==> src/rtl/addr_to_pixel.sv <==
// addr_to_pixel: framebuffer byte address -> (x, y) screen coordinates.
// Range/alignment check, then restoring divide by H_RES, one bit per cycle.
module addr_to_pixel #(
    parameter int H_RES     = 640,
    parameter int V_RES     = 480,
    parameter int BPP_SHIFT = 2,
    parameter int PIX_W     = 19
) (
    input  logic        clk,
    input  logic        rst,
    input  logic        start,
    input  logic [31:0] base,
    input  logic [31:0] addr,
    output logic        busy,
    output logic        done,
    output logic        err,
    output logic [9:0]  x,
    output logic [9:0]  y
);
    localparam int RW = $clog2(H_RES) + 1;
    localparam int CW = $clog2(PIX_W);
    localparam logic [31:0]   FRAME = 32'(H_RES * V_RES);
    localparam logic [RW-1:0] DIVR  = RW'(H_RES);
    localparam logic [CW-1:0] LAST  = CW'(PIX_W - 1);

    typedef enum logic [1:0] {
        S_IDLE,
        S_CHECK,
        S_DIV,
        S_DONE
    } state_t;

    state_t            r_state;
    logic [32:0]       r_diff;
    logic [PIX_W-1:0]  r_div;
    logic [RW-2:0]     r_rem;
    logic [CW-1:0]     r_cnt;

    logic [31-BPP_SHIFT:0] w_pix;
    logic                  w_bad;
    logic [RW-1:0]         w_rem_sh;
    logic                  w_ge;
    logic [RW-2:0]         w_rem_nx;
    logic [PIX_W-1:0]      w_quo;

    assign w_pix    = r_diff[31:BPP_SHIFT];
    assign w_bad    = r_diff[32]
                    | (|r_diff[BPP_SHIFT-1:0])
                    | (32'(w_pix) >= FRAME);
    // Dividend register doubles as the quotient: bits shift in at the LSB.
    assign w_rem_sh = {r_rem, r_div[PIX_W-1]};
    assign w_ge     = (w_rem_sh >= DIVR);
    assign w_rem_nx = (RW-1)'(w_ge ? w_rem_sh - DIVR : w_rem_sh);
    assign w_quo    = {r_div[PIX_W-2:0], w_ge};

    always_ff @(posedge clk) begin
        if (rst) begin
            r_state <= S_IDLE;
            r_diff  <= '0;
            r_div   <= '0;
            r_rem   <= '0;
            r_cnt   <= '0;
            busy    <= 1'b0;
            done    <= 1'b0;
            err     <= 1'b0;
            x       <= '0;
            y       <= '0;
        end else begin
            unique case (r_state)
                S_IDLE: begin
                    if (start) begin
                        r_diff  <= {1'b0, addr} - {1'b0, base};
                        busy    <= 1'b1;
                        r_state <= S_CHECK;
                    end
                end
                S_CHECK: begin
                    if (w_bad) begin
                        err     <= 1'b1;
                        x       <= '0;
                        y       <= '0;
                        busy    <= 1'b0;
                        done    <= 1'b1;
                        r_state <= S_DONE;
                    end else begin
                        r_div   <= w_pix[PIX_W-1:0];
                        r_rem   <= '0;
                        r_cnt   <= '0;
                        err     <= 1'b0;
                        r_state <= S_DIV;
                    end
                end
                S_DIV: begin
                    r_rem <= w_rem_nx;
                    r_div <= w_quo;
                    r_cnt <= r_cnt + 1'b1;
                    if (r_cnt == LAST) begin
                        x       <= 10'(w_rem_nx);
                        y       <= 10'(w_quo);
                        busy    <= 1'b0;
                        done    <= 1'b1;
                        r_state <= S_DONE;
                    end
                end
                S_DONE: begin
                    done    <= 1'b0;
                    r_state <= S_IDLE;
                end
                default: begin
                    r_state <= S_IDLE;
                end
            endcase
        end
    end
endmodule
==> config.mk <==
export PLATFORM = sky130hd
export DESIGN_NAME = addr_to_pixel
export DESIGN_NICKNAME = d
export VERILOG_FILES = /design/src/rtl/addr_to_pixel.sv
export SDC_FILE = /design/constraint.sdc
export NUM_CORES = 1
export LEC_CHECK = 0
export ABC_CLOCK_PERIOD_IN_PS = 2200
export CORE_MARGIN = 2
export CORE_UTILIZATION = 51
export CTS_BUF_LIST = sky130_fd_sc_hd__clkbuf_4
export DETAILED_ROUTE_END_ITERATION = 12
export GPL_TIMING_DRIVEN = 0
export PLACE_DENSITY = 0.81
export REMOVE_ABC_BUFFERS = 1
export SYNTH_ARGS = -nofsm -noshare
export SYNTH_HDL_FRONTEND = slang
export SYNTH_SLANG_ARGS = --single-unit
export TNS_END_PERCENT = 10
==> constraint.sdc <==
create_clock -name clk -period 2.2 [get_ports clk]
set_input_delay 0.22 -clock clk [delete_from_list [all_inputs] [get_ports clk]]
set_output_delay 0.22 -clock clk [all_outputs]
set_load 0.03 [all_outputs]
* Yosys cells after proc, flatten, opt, wreduce, memory -nomap -nowiden
Index checks and enable logic that the tools add are counted.
Operators by class: $add $sub $neg 3, $lt $le $gt $ge 2, eq/ne operators 8, multiplexer cells 24, bitwise logic cells 2, reduce and logical (&&, ||, !) cells 11
Operator list (count):
- $pmux W10 S2 | 3
- $mux W10 | 5
- $pmux W19 S2 | 1
- $sub A32 B32 Y33 | 1
- $ge A30 B19 Y1 const B | 1
- $mux W19 | 1
- $ge A11 B10 Y1 const B | 1
- $pmux W5 S2 | 1
- $sub A10 B10 Y10 const B | 1
- $ne A2 B2 Y1 const B | 4
- $pmux W2 S4 | 1
- $mux W1 | 7
- $pmux W1 S3 | 2
- $reduce_and A2 Y1 | 3
- $reduce_and A3 Y1 | 2
- $reduce_bool A3 Y1 | 2
- $add A5 B1 Y5 const B | 1
- $eq A5 B5 Y1 const B | 1
- $mux W5 | 1
- $eq A2 B2 Y1 const B | 2
- $mux W2 | 2
- $reduce_and A4 Y1 | 1
- $eq A2 B1 Y1 const B | 1
- $logic_not A2 Y1 | 1
- other kinds (3) | 4
Word-level totals: register bits 92

* Depth between registers and ports, before layout
Gate-level depths: netlist (run 1).
word-level depth 5, gate-level depth with buffers 10, mapped depth without buffers 10

* Worst setup path after synthesis (run 1)
Ideal clock, no wire load.
path type input-to-reg, start point input base[14], end point register r_diff[27], library setup time 117 ps, data arrival time 2160 ps, slack -77 ps, stages on the path 10, cells stage by stage inv_1 -> ha_1 -> buf_2 -> a21oi_1 -> o21ai_1 -> a311o_1 -> a41oi_1 -> a211oi_1 -> or3_1 -> a32o_1
Between the ends: cells in the longest elaborated chain, start to end 1
Ends and longest elaborated chain:
- from (decl) | line 12 | input logic [31:0] base,
- $sub A32 B32 Y33 | line 72 | r_diff <= {1'b0, addr} - {1'b0, base};
- to (signal assigned) | line 72
- to (decl) | line 34 | logic [32:0] r_diff;
Every way passes these cells. A chain may end at the register's enable or synchronous reset.

* Final worst setup path (run 1)
start point input base[10], end point register r_diff[22]
The elaborated chain is that of the path after synthesis.

==> impl_table.tex, run 1 <==
\begin{tabular}{lr}
\hline
Metric & Value \\
\hline
\multicolumn{2}{l}{\textbf{Logic synthesis}} \\
Number of synthesized register bits & 92 \\
Count of yosys warnings during synthesis & 0 \\
Post-synthesis mux area share & 3.555\% \\
Post-Syn Area & 0.005632 mm\^{}2 \\
Fraction of the mapped netlist area in compound gates & 25.62\% \\
Synthesized area divided by synthesized cell count & between 7 and 8 um\^{}2 \\
Portion of the post-synthesis area used by sequential elements & 32.70\% \\
Parity-gate share of the synthesized area counting xor and xnor cells & 1.555\% \\
Async set-reset flop share out of synthesis & 0\% \\
Adder and majority cell fraction of the synthesized area & 9.242\% \\
Dominant register cell in the synthesized netlist & sky130\_fd\_sc\_hd\_\_dfxtp\_1 \\
Number of instances in the synthesized netlist & 725 \\
Number of flops mapped to enable cells by yosys & 0 \\
Largest family of logic cells by synthesized area & compound AO/OA/AOI/OAI gates \\
Simple-Gate Fraction of Synth Area & between 20\% and 30\% \\
Unique masters post-synth & 64 \\
\multicolumn{2}{l}{\textbf{Die}} \\
\# rows & 38 \\
Core area & between 0.01 and 0.015 mm\^{}2 \\
Overall die area & 0.01190 mm\^{}2 \\
Horizontal extent of the die & 109.1 um \\
Count of boundary I/O pins & 90 \\
Die outline height & 109.1 um \\
Effective utilization at floorplan & 52.18\% \\
\multicolumn{2}{l}{\textbf{Detailed routing}} \\
Number of vias per cell & $\sim$6 \\
WL met3 & 1075 um \\
Drt first pass iters & 7 \\
DR DRC count & 0 \\
Via count & 5918 \\
ANT nets after route & 0 \\
Drt wl/cell & 16.99 um \\
Highest metal layer with signal wires & met4 \\
Iteration-0 DRC Markers & 412 \\
Total routed wirelength & 16360 um \\
Met2 Routed Length & 8022 um \\
Detailed-route wire length on metal 1 & 6592 um \\
\multicolumn{2}{l}{\textbf{Layout}} \\
Most common library cell in the layout ignoring fill and taps & sky130\_fd\_sc\_hd\_\_dfxtp\_1 \\
Share of cells above drive strength 1 & 15.55\% \\
Area of combinational cells with multiple inputs & 0.003934 mm\^{}2 \\
Most frequent cells in the layout & 92 x sky130\_fd\_sc\_hd\_\_dfxtp\_1, 84 x sky130\_fd\_sc\_hd\_\_nand2\_1, 69 x sky130\_fd\_sc\_hd\_\_clkdlybuf4s50\_1, 66 x sky130\_fd\_sc\_hd\_\_a21oi\_1, 50 x sky130\_fd\_sc\_hd\_\_nor2\_1 \\
Net total in the final layout & $\sim$930 \\
Layout overhead on the synthesized area & 33.21\% \\
Final-layout fill cell count & 768 \\
Register Area & 0.001842 mm\^{}2 \\
Antenna Cells & 0 \\
\multicolumn{2}{l}{\textbf{Setup path}} \\
Worst R2R Start & r\_diff[29] \\
Required time worst endpoint & 2.55 ns \\
Top fanout value on the critical path & 5 \\
Arrival time at the worst endpoint & 2.65 ns \\
Startpoint of the worst setup timing path & base[10] \\
Path type of the worst setup path & in -> reg \\
Element type at the critical path end & flip-flop \\
CP startpoint kind & input port \\
\multicolumn{2}{l}{\textbf{Timing}} \\
Worst Setup Slack, final & -0.09593 ns \\
Post-Route Skew & 0.02532 ns \\
Sum of negative setup slack & -0.1534 ns \\
Worst slew margin relative to its limit & 53.67\% \\
Final period utilization & 104.4\% \\
Final worst path period need & $\sim$2.3 ns \\
Count of pins over their slew limit & 0 \\
Transition at the pin with the smallest max-transition slack & 0.6876 ns \\
Final setup viols & 6 \\
Highest achievable clock rate & $\sim$440 MHz \\
Unrepaired setup endpoints after global routing & yes \\
Final hold viol count & 0 \\
\multicolumn{2}{l}{\textbf{Power}} \\
Fraction of power spent switching nets & 43.36\% \\
VDD IR max & between 0.6 and 0.7 mV \\
Relative contribution of the clock network to total power & 16.3\% \\
Power dissipated by switching net loads & about 2700 uW \\
Fraction of power consumed by combinational cells & about half \\
Sequential share of power & 34.4\% \\
Static Leak & 0.002938 uW \\
Pwr Density & approximately 840 mW/mm\^{}2 \\
Internal power of the cells & 3562 uW \\
\multicolumn{2}{l}{\textbf{Min path}} \\
Hold wc startpoint & rst \\
Worst min-delay path class & in -> reg \\
\multicolumn{2}{l}{\textbf{GRT}} \\
Global-route wire length before repair & 23890 um \\
Aggregate global-route resource usage & 24.77\% \\
Pin count of the biggest net entering global routing & 56 \\
Initial antenna violation count & 0 \\
Global route overflow & 0 \\
Vias in the first global route & between 5000 and 6000 \\
\multicolumn{2}{l}{\textbf{Placement}} \\
Pre-CTS setup slack & -0.8361 ns \\
Count of buffers from port buffering & 89 \\
Last weighted congestion value of the routability-driven placer & 0.8614 \\
Placed wire-length estimate & 9969 um \\
\multicolumn{2}{l}{\textbf{CTS}} \\
Clock-pin slew reported for the worst setup and hold paths after clock tree synthesis & 0.15 ns \\
Inserted Clock Buffers & 9 \\
Max H-tree Level & 3 \\
Total number of clock tree sinks & 92 \\
Worst-Skew Late Latency & approximately 0.45 ns \\
CTS tree & done \\
Clock Path Buffers & 2 \\
Clock root buffer master & sky130\_fd\_sc\_hd\_\_clkbuf\_4 \\
Count of hold-fix buffers inserted at cts & 0 \\
\multicolumn{2}{l}{\textbf{Status}} \\
Failing checks & negative setup slack \\
Status & complete, but fails checks \\
\multicolumn{2}{l}{\textbf{Run}} \\
Reported max-cap violation count & 0 \\
\hline
\end{tabular}
final timing paths:
path         slack (ns)  depth (start not counted)         end
max                -0.1                         10  r_diff[22]
min                0.19                          2  r_state[1]
max reg2reg        0.09                          6    r_div[8]
min reg2reg        0.46                          2   r_diff[6]
synthesized netlist by cell type (all sizes together) (6+ instances only):
cell type  count  area (um^2)
buf            9        40.03
o21ai         36        180.2
nand3         40        200.2
clkbuf        34        127.6
dfxtp         92         1842
ha            40        500.5
o31a           7        61.31
a21o          14        105.1
nand3b         7        52.55
and2           7        43.79
nor2          54        202.7
nor3          13        65.06
or3            7        43.79
nand2         87        326.6
inv           52        195.2
a211oi        26        195.2
a21oi         71        355.3
mux2i         20        200.2
nand4          8        50.05
o211ai         6        45.04
through the flow:
step                      instances  area, um^2  hold WS, ns  utilization (%)  power (uW)
after CTS                       936        7107       0.1821            65.85        6006
after detailed placement        914        6574       0.4436            60.91        4851
final                           963        7502       0.1925            69.51        6289
after floorplan                 682        5464       0.2891                -        4041
after global routing            963        7502       0.1941            69.51        6681
after global placement          911        6530       0.4376            60.50        4722
worst max-delay path, stage by stage:
cell,delay [ns]
sky130_fd_sc_hd__clkdlybuf4s50_1,0.49
sky130_fd_sc_hd__inv_1,0.08
sky130_fd_sc_hd__ha_4,0.30
sky130_fd_sc_hd__nand3_4,0.11
sky130_fd_sc_hd__nor4b_4,0.35
sky130_fd_sc_hd__o31ai_4,0.16
sky130_fd_sc_hd__a21oi_2,0.25
sky130_fd_sc_hd__a31oi_2,0.15
sky130_fd_sc_hd__o2111a_1,0.25
sky130_fd_sc_hd__a221o_1,0.27
area by class of cell:
| type | instances | share of cell area (%) |
|---|---|---|
| Clock buffer | 9 | 0.9006 |
| Clock inverter | 6 | 1.184 |
| Inverter | 52 | 2.602 |
| Multi-Input combinational cell | 539 | 52.43 |
| Sequential cell | 92 | 24.55 |
| Tap cell | 140 | 2.335 |
| Timing Repair Buffer | 125 | 15.99 |
logic make-up (layout without fill, tap and decap cells):
logic type,count (synthesis),after routing
compound gates,218,219
fa+ha+maj,41,41
flops,92,92
mux,20,20
buf+inv,95,192
xor+xnor,10,10
simple gates,249,249
registers in the layout, indices dropped and copies added, names as in the netlist:
signal / count
r_diff: 33
r_div: 19
r_rem: 10
x: 10
y: 10
r_cnt: 5
r_state: 2
busy: 1
done: 1
err: 1
power by group through the flow:
stage	Clock, uW	Sequential, uW	Combinational, uW
2_1_floorplan	0	2190	1850
3_3_place_gp	0	2180	2540
3_5_place_dp	0	2190	2660
4_1_cts	1030	2160	2820
5_1_grt	1100	2200	3380
6_report	1030	2160	3100
metal layers:
metal	track usage, %	vias to the layer above
li1	-	2804
met1	29.32	2736
met2	43.52	304
met3	4.065	74
met4	11.54	0
met5	0	-
repair_timing:
item	in CTS	in global routing
setup buffers	7	26
gates resized for setup	72	51
pin swaps	28	40
endpoints found under the setup margin	77	71
hold endpoints to repair	0	0
gates cloned	0	1
Note: power is estimated with default switching activity, not from simulation.
==> run 2: changes to the inputs <==
- ABC_CLOCK_PERIOD_IN_PS: 2200 -> 2600
- CELL_PAD_IN_SITES_DETAIL_PLACEMENT: default -> 1
- CELL_PAD_IN_SITES_GLOBAL_PLACEMENT: default -> 1
- CORE_UTILIZATION: 51 -> 41
- PLACE_DENSITY: 0.81 -> 0.84
- clock period: 2.2 -> 2.6 ns (I/O delays scaled with it)
==> run 2 against run 1 <==
  * Clock skew decreased by 0.0052 ns
  * First-iteration DRC count decreased by 23%
  * Combinational power decreased by 24%
  * Wire length decreased by 4.9%
  * Global-route usage is 3.5 points lower
  * Sequential power fell by 15%
  * Cell count is 0.31% higher
  * The flow now finishes without violations
  * Clock power shrank 14%
==> impl_table.tex, run 2 (synthesized netlist as in run 1, its figures left out) <==
\begin{tabular}{lr}
\hline
Metric & Value \\
\hline
\multicolumn{2}{l}{\textbf{Status}} \\
Status & complete, no violations \\
\multicolumn{2}{l}{\textbf{Layout}} \\
Number of non-filler instances in the completed layout & 966 (+0.31\%) \\
Most flops, register & r\_diff \\
Antenna Cells & 0 (unchanged) \\
Share of cells above drive strength 1 & 6.076\% (-9.5 points) \\
Leading registers by flop count & r\_diff (33), r\_div (19) \\
Final core utilization & 51.61\% (-18 points) \\
Final-layout fill cell count & 1628 (+110\%) \\
Net total in the final layout & 893 (-3.7\%) \\
Most common library cell in the layout ignoring fill and taps & sky130\_fd\_sc\_hd\_\_dfxtp\_1 \\
Flip-flop count of the largest register, all copies and words added & 33 (unchanged) \\
Layout overhead on the synthesized area & 22.33\% \\
Most frequent cells in the layout & 92 x sky130\_fd\_sc\_hd\_\_dfxtp\_1, 88 x sky130\_fd\_sc\_hd\_\_clkdlybuf4s50\_1, 87 x sky130\_fd\_sc\_hd\_\_nand2\_1, 69 x sky130\_fd\_sc\_hd\_\_a21oi\_1 \\
\multicolumn{2}{l}{\textbf{Detailed routing}} \\
DR DRC count & 0 (unchanged) \\
WL met3 & 531 um (-51\%) \\
Drt first pass iters & 4 (-3) \\
Highest metal layer with signal wires & met4 \\
Iteration-0 DRC Markers & 318 (-23\%) \\
Via count & 5526 (-6.6\%) \\
Total routed wirelength & 15560 um (-4.9\%) \\
Number of vias per cell & 5.720 (-6.9\%) \\
ANT nets after route & 0 (unchanged) \\
Detailed-route wire length on metal 1 & 6939 um (+5.3\%) \\
Met2 Routed Length & 7767 um (-3.2\%) \\
Drt wl/cell & 16.11 um (-5.2\%) \\
\multicolumn{2}{l}{\textbf{Setup path}} \\
Path type of the worst setup path & in -> reg \\
Arrival time at the worst endpoint & 2.92 ns (+0.27 ns) \\
Worst reg2reg endpoint & y[6] \\
Number of cells traversed by the worst register-to-register path & 7 (+1) \\
Slowest Stage Delay on Critical Path & 0.47 ns (-0.02 ns) \\
CP startpoint kind & input port \\
Element type at the critical path end & flip-flop \\
Crit-path cells & clkdlybuf4s50\_1, inv\_1, ha\_1, nand3\_1, nor2\_1, nand2\_1, or3\_1, a211oi\_2, o21ai\_0, a32o\_1 \\
Count of buffering cells on the critical path with inverters included & 2 (unchanged) \\
Top fanout value on the critical path & 6 (+1) \\
Kind of cell adding the most delay to the critical path & simple AND/OR/NAND/NOR gates \\
Internal reg-to-reg setup slack & 0.17 ns (+0.08 ns) \\
Required time worst endpoint & 2.99 ns (+0.44 ns) \\
Cell type of the slowest stage on the worst timing path & sky130\_fd\_sc\_hd\_\_clkdlybuf4s50\_1 \\
Worst R2R Start & r\_diff[29] \\
\multicolumn{2}{l}{\textbf{Min path}} \\
Depth of the worst hold-timing path & 2 (unchanged) \\
Worst min-delay path class & in -> reg \\
Hold wc startpoint & rst \\
Worst Hold Endpoint & r\_diff[2] \\
\multicolumn{2}{l}{\textbf{Power}} \\
Power dissipated by switching net loads & 2186 uW (-20\%) \\
VDD IR max & 0.3761 mV (-45\%) \\
Fraction of power spent switching nets & 43.08\% (-0.28 points) \\
Sequential share of power & 36.1\% (+1.7 points) \\
Relative contribution of the clock network to total power & 17.4\% (+1.1 points) \\
Pwr Density & 736.7 mW/mm\^{}2 (-12\%) \\
Fraction of power consumed by combinational cells & 46.5\% (-2.8 points) \\
Static Leak & 0.002627 uW (-11\%) \\
Internal power of the cells & 2889 uW (-19\%) \\
\multicolumn{2}{l}{\textbf{Die}} \\
Overall die area & 0.01469 mm\^{}2 (+23\%) \\
Horizontal extent of the die & 121.2 um (+11\%) \\
Effective utilization at floorplan & 42.19\% (-10 points) \\
Die outline height & 121.2 um (+11\%) \\
Count of boundary I/O pins & 90 (unchanged) \\
\# rows & 42 (+11\%) \\
Core area & 0.01335 mm\^{}2 (+24\%) \\
\multicolumn{2}{l}{\textbf{Timing}} \\
Transition at the pin with the smallest max-transition slack & 1.010 ns (+0.3225 ns) \\
Unrepaired setup endpoints after global routing & yes \\
Worst Setup Slack, final & 0.07267 ns (+0.1686 ns) \\
Final period utilization & 97.20\% \\
Final worst path period need & 2.527 ns \\
Count of pins over their slew limit & 0 (unchanged) \\
Highest achievable clock rate & $\sim$400 MHz \\
Final hold viol count & 0 (unchanged) \\
Final setup viols & 0 (-6) \\
Worst slew margin relative to its limit & 32.21\% (-21 points) \\
Post-Route Skew & 0.02009 ns (-0.005224 ns) \\
\multicolumn{2}{l}{\textbf{CTS}} \\
Total number of clock tree sinks & 92 (unchanged) \\
CTS tree & done \\
Count of hold-fix buffers inserted at cts & 0 (unchanged) \\
Clock root buffer master & sky130\_fd\_sc\_hd\_\_clkbuf\_4 \\
Max H-tree Level & 3 (unchanged) \\
Inserted Clock Buffers & 9 (unchanged) \\
Worst-Skew Late Latency & 0.47 ns (+0.02 ns) \\
Clock-pin slew reported for the worst setup and hold paths after clock tree synthesis & 0.14 ns (about the same) \\
Clock Path Buffers & 2 (unchanged) \\
\multicolumn{2}{l}{\textbf{Placement}} \\
Placed wire-length estimate & 11780 um (+18\%) \\
Count of buffers from port buffering & 89 (unchanged) \\
Pre-CTS setup slack & -0.5850 ns (+0.2512 ns) \\
Last weighted congestion value of the routability-driven placer & 0.8332 (-3.3\%) \\
Placed cell count & 949 (+3.8\%) \\
\multicolumn{2}{l}{\textbf{GRT}} \\
Vias in the first global route & 5440 (+2.2\%) \\
Pin count of the biggest net entering global routing & 55 (-1.8\%) \\
Global route overflow & 0 (unchanged) \\
Global-route wire length before repair & 25480 um (+6.7\%) \\
Aggregate global-route resource usage & 21.28\% (-3.5 points) \\
Initial antenna violation count & 0 (unchanged) \\
\multicolumn{2}{l}{\textbf{Run}} \\
Reported max-cap violation count & 0 (unchanged) \\
\hline
\end{tabular}
run 2: how the worst max path moves through the flow:
| stage | from | to | slack, ns | cells past startpoint |
|---|---|---|---|---|
| 2_1_floorplan | r_state[0] | y[0] | -0.20 | 6 |
| 3_3_place_gp | rst | r_diff[30] | -1.73 | 5 |
| 3_5_place_dp | addr[0] | r_diff[30] | -0.58 | 11 |
| 4_1_cts | addr[0] | r_diff[22] | 0.02 | 11 |
| 5_1_grt | base[8] | r_diff[27] | -0.03 | 10 |
| 6_report | base[8] | r_diff[27] | 0.07 | 10 |
run 2: routing by layer:
layer / vias up / global-route usage, %
li1: 2729 / -
met1: 2652 / 26.79
met2: 118 / 37.08
met3: 27 / 2.773
met4: 0 / 7.830
met5: - / 0
run 2: repair_timing:
action	CTS	global route
gates resized for setup	5	20
setup buffers	0	1
setup endpoints to repair	8	34
pin swaps	0	1
run 2: layout make-up:
type,instances,area [um^2],area share (%)
Timing Repair Buffer,92,933.4,13.55
Tap cell,176,220.2,3.197
Multi-Input combinational cell,538,3540,51.38
Sequential cell,92,1842,26.73
Clock buffer,11,82.58,1.199
Clock inverter,5,76.32,1.108
Inverter,52,195.2,2.833
run 2: power groups by stage:
stage	combinational, uW	sequential (uW)	clock [uW]
2_1_floorplan	1570	1850	0
3_3_place_gp	2190	1850	0
3_5_place_dp	2320	1870	0
4_1_cts	2340	1830	895
5_1_grt	2640	1860	960
6_report	2360	1830	881
run 2: stage by stage:
| stage | instance area, um^2 | total power, uW | TNS, ns | hold slack (ns) |
|---|---|---|---|---|
| floorplan | 5464 | 3419 | -4.011 | 0.3291 |
| global placement | 6575 | 4041 | -67.82 | 0.4394 |
| detailed placement | 6614 | 4186 | -9.943 | 0.4453 |
| CTS | 6797 | 5070 | 0 | 0.3139 |
| global route | 6889 | 5465 | -0.1029 | 0.3661 |
| finish | 6889 | 5075 | 0 | 0.3190 |
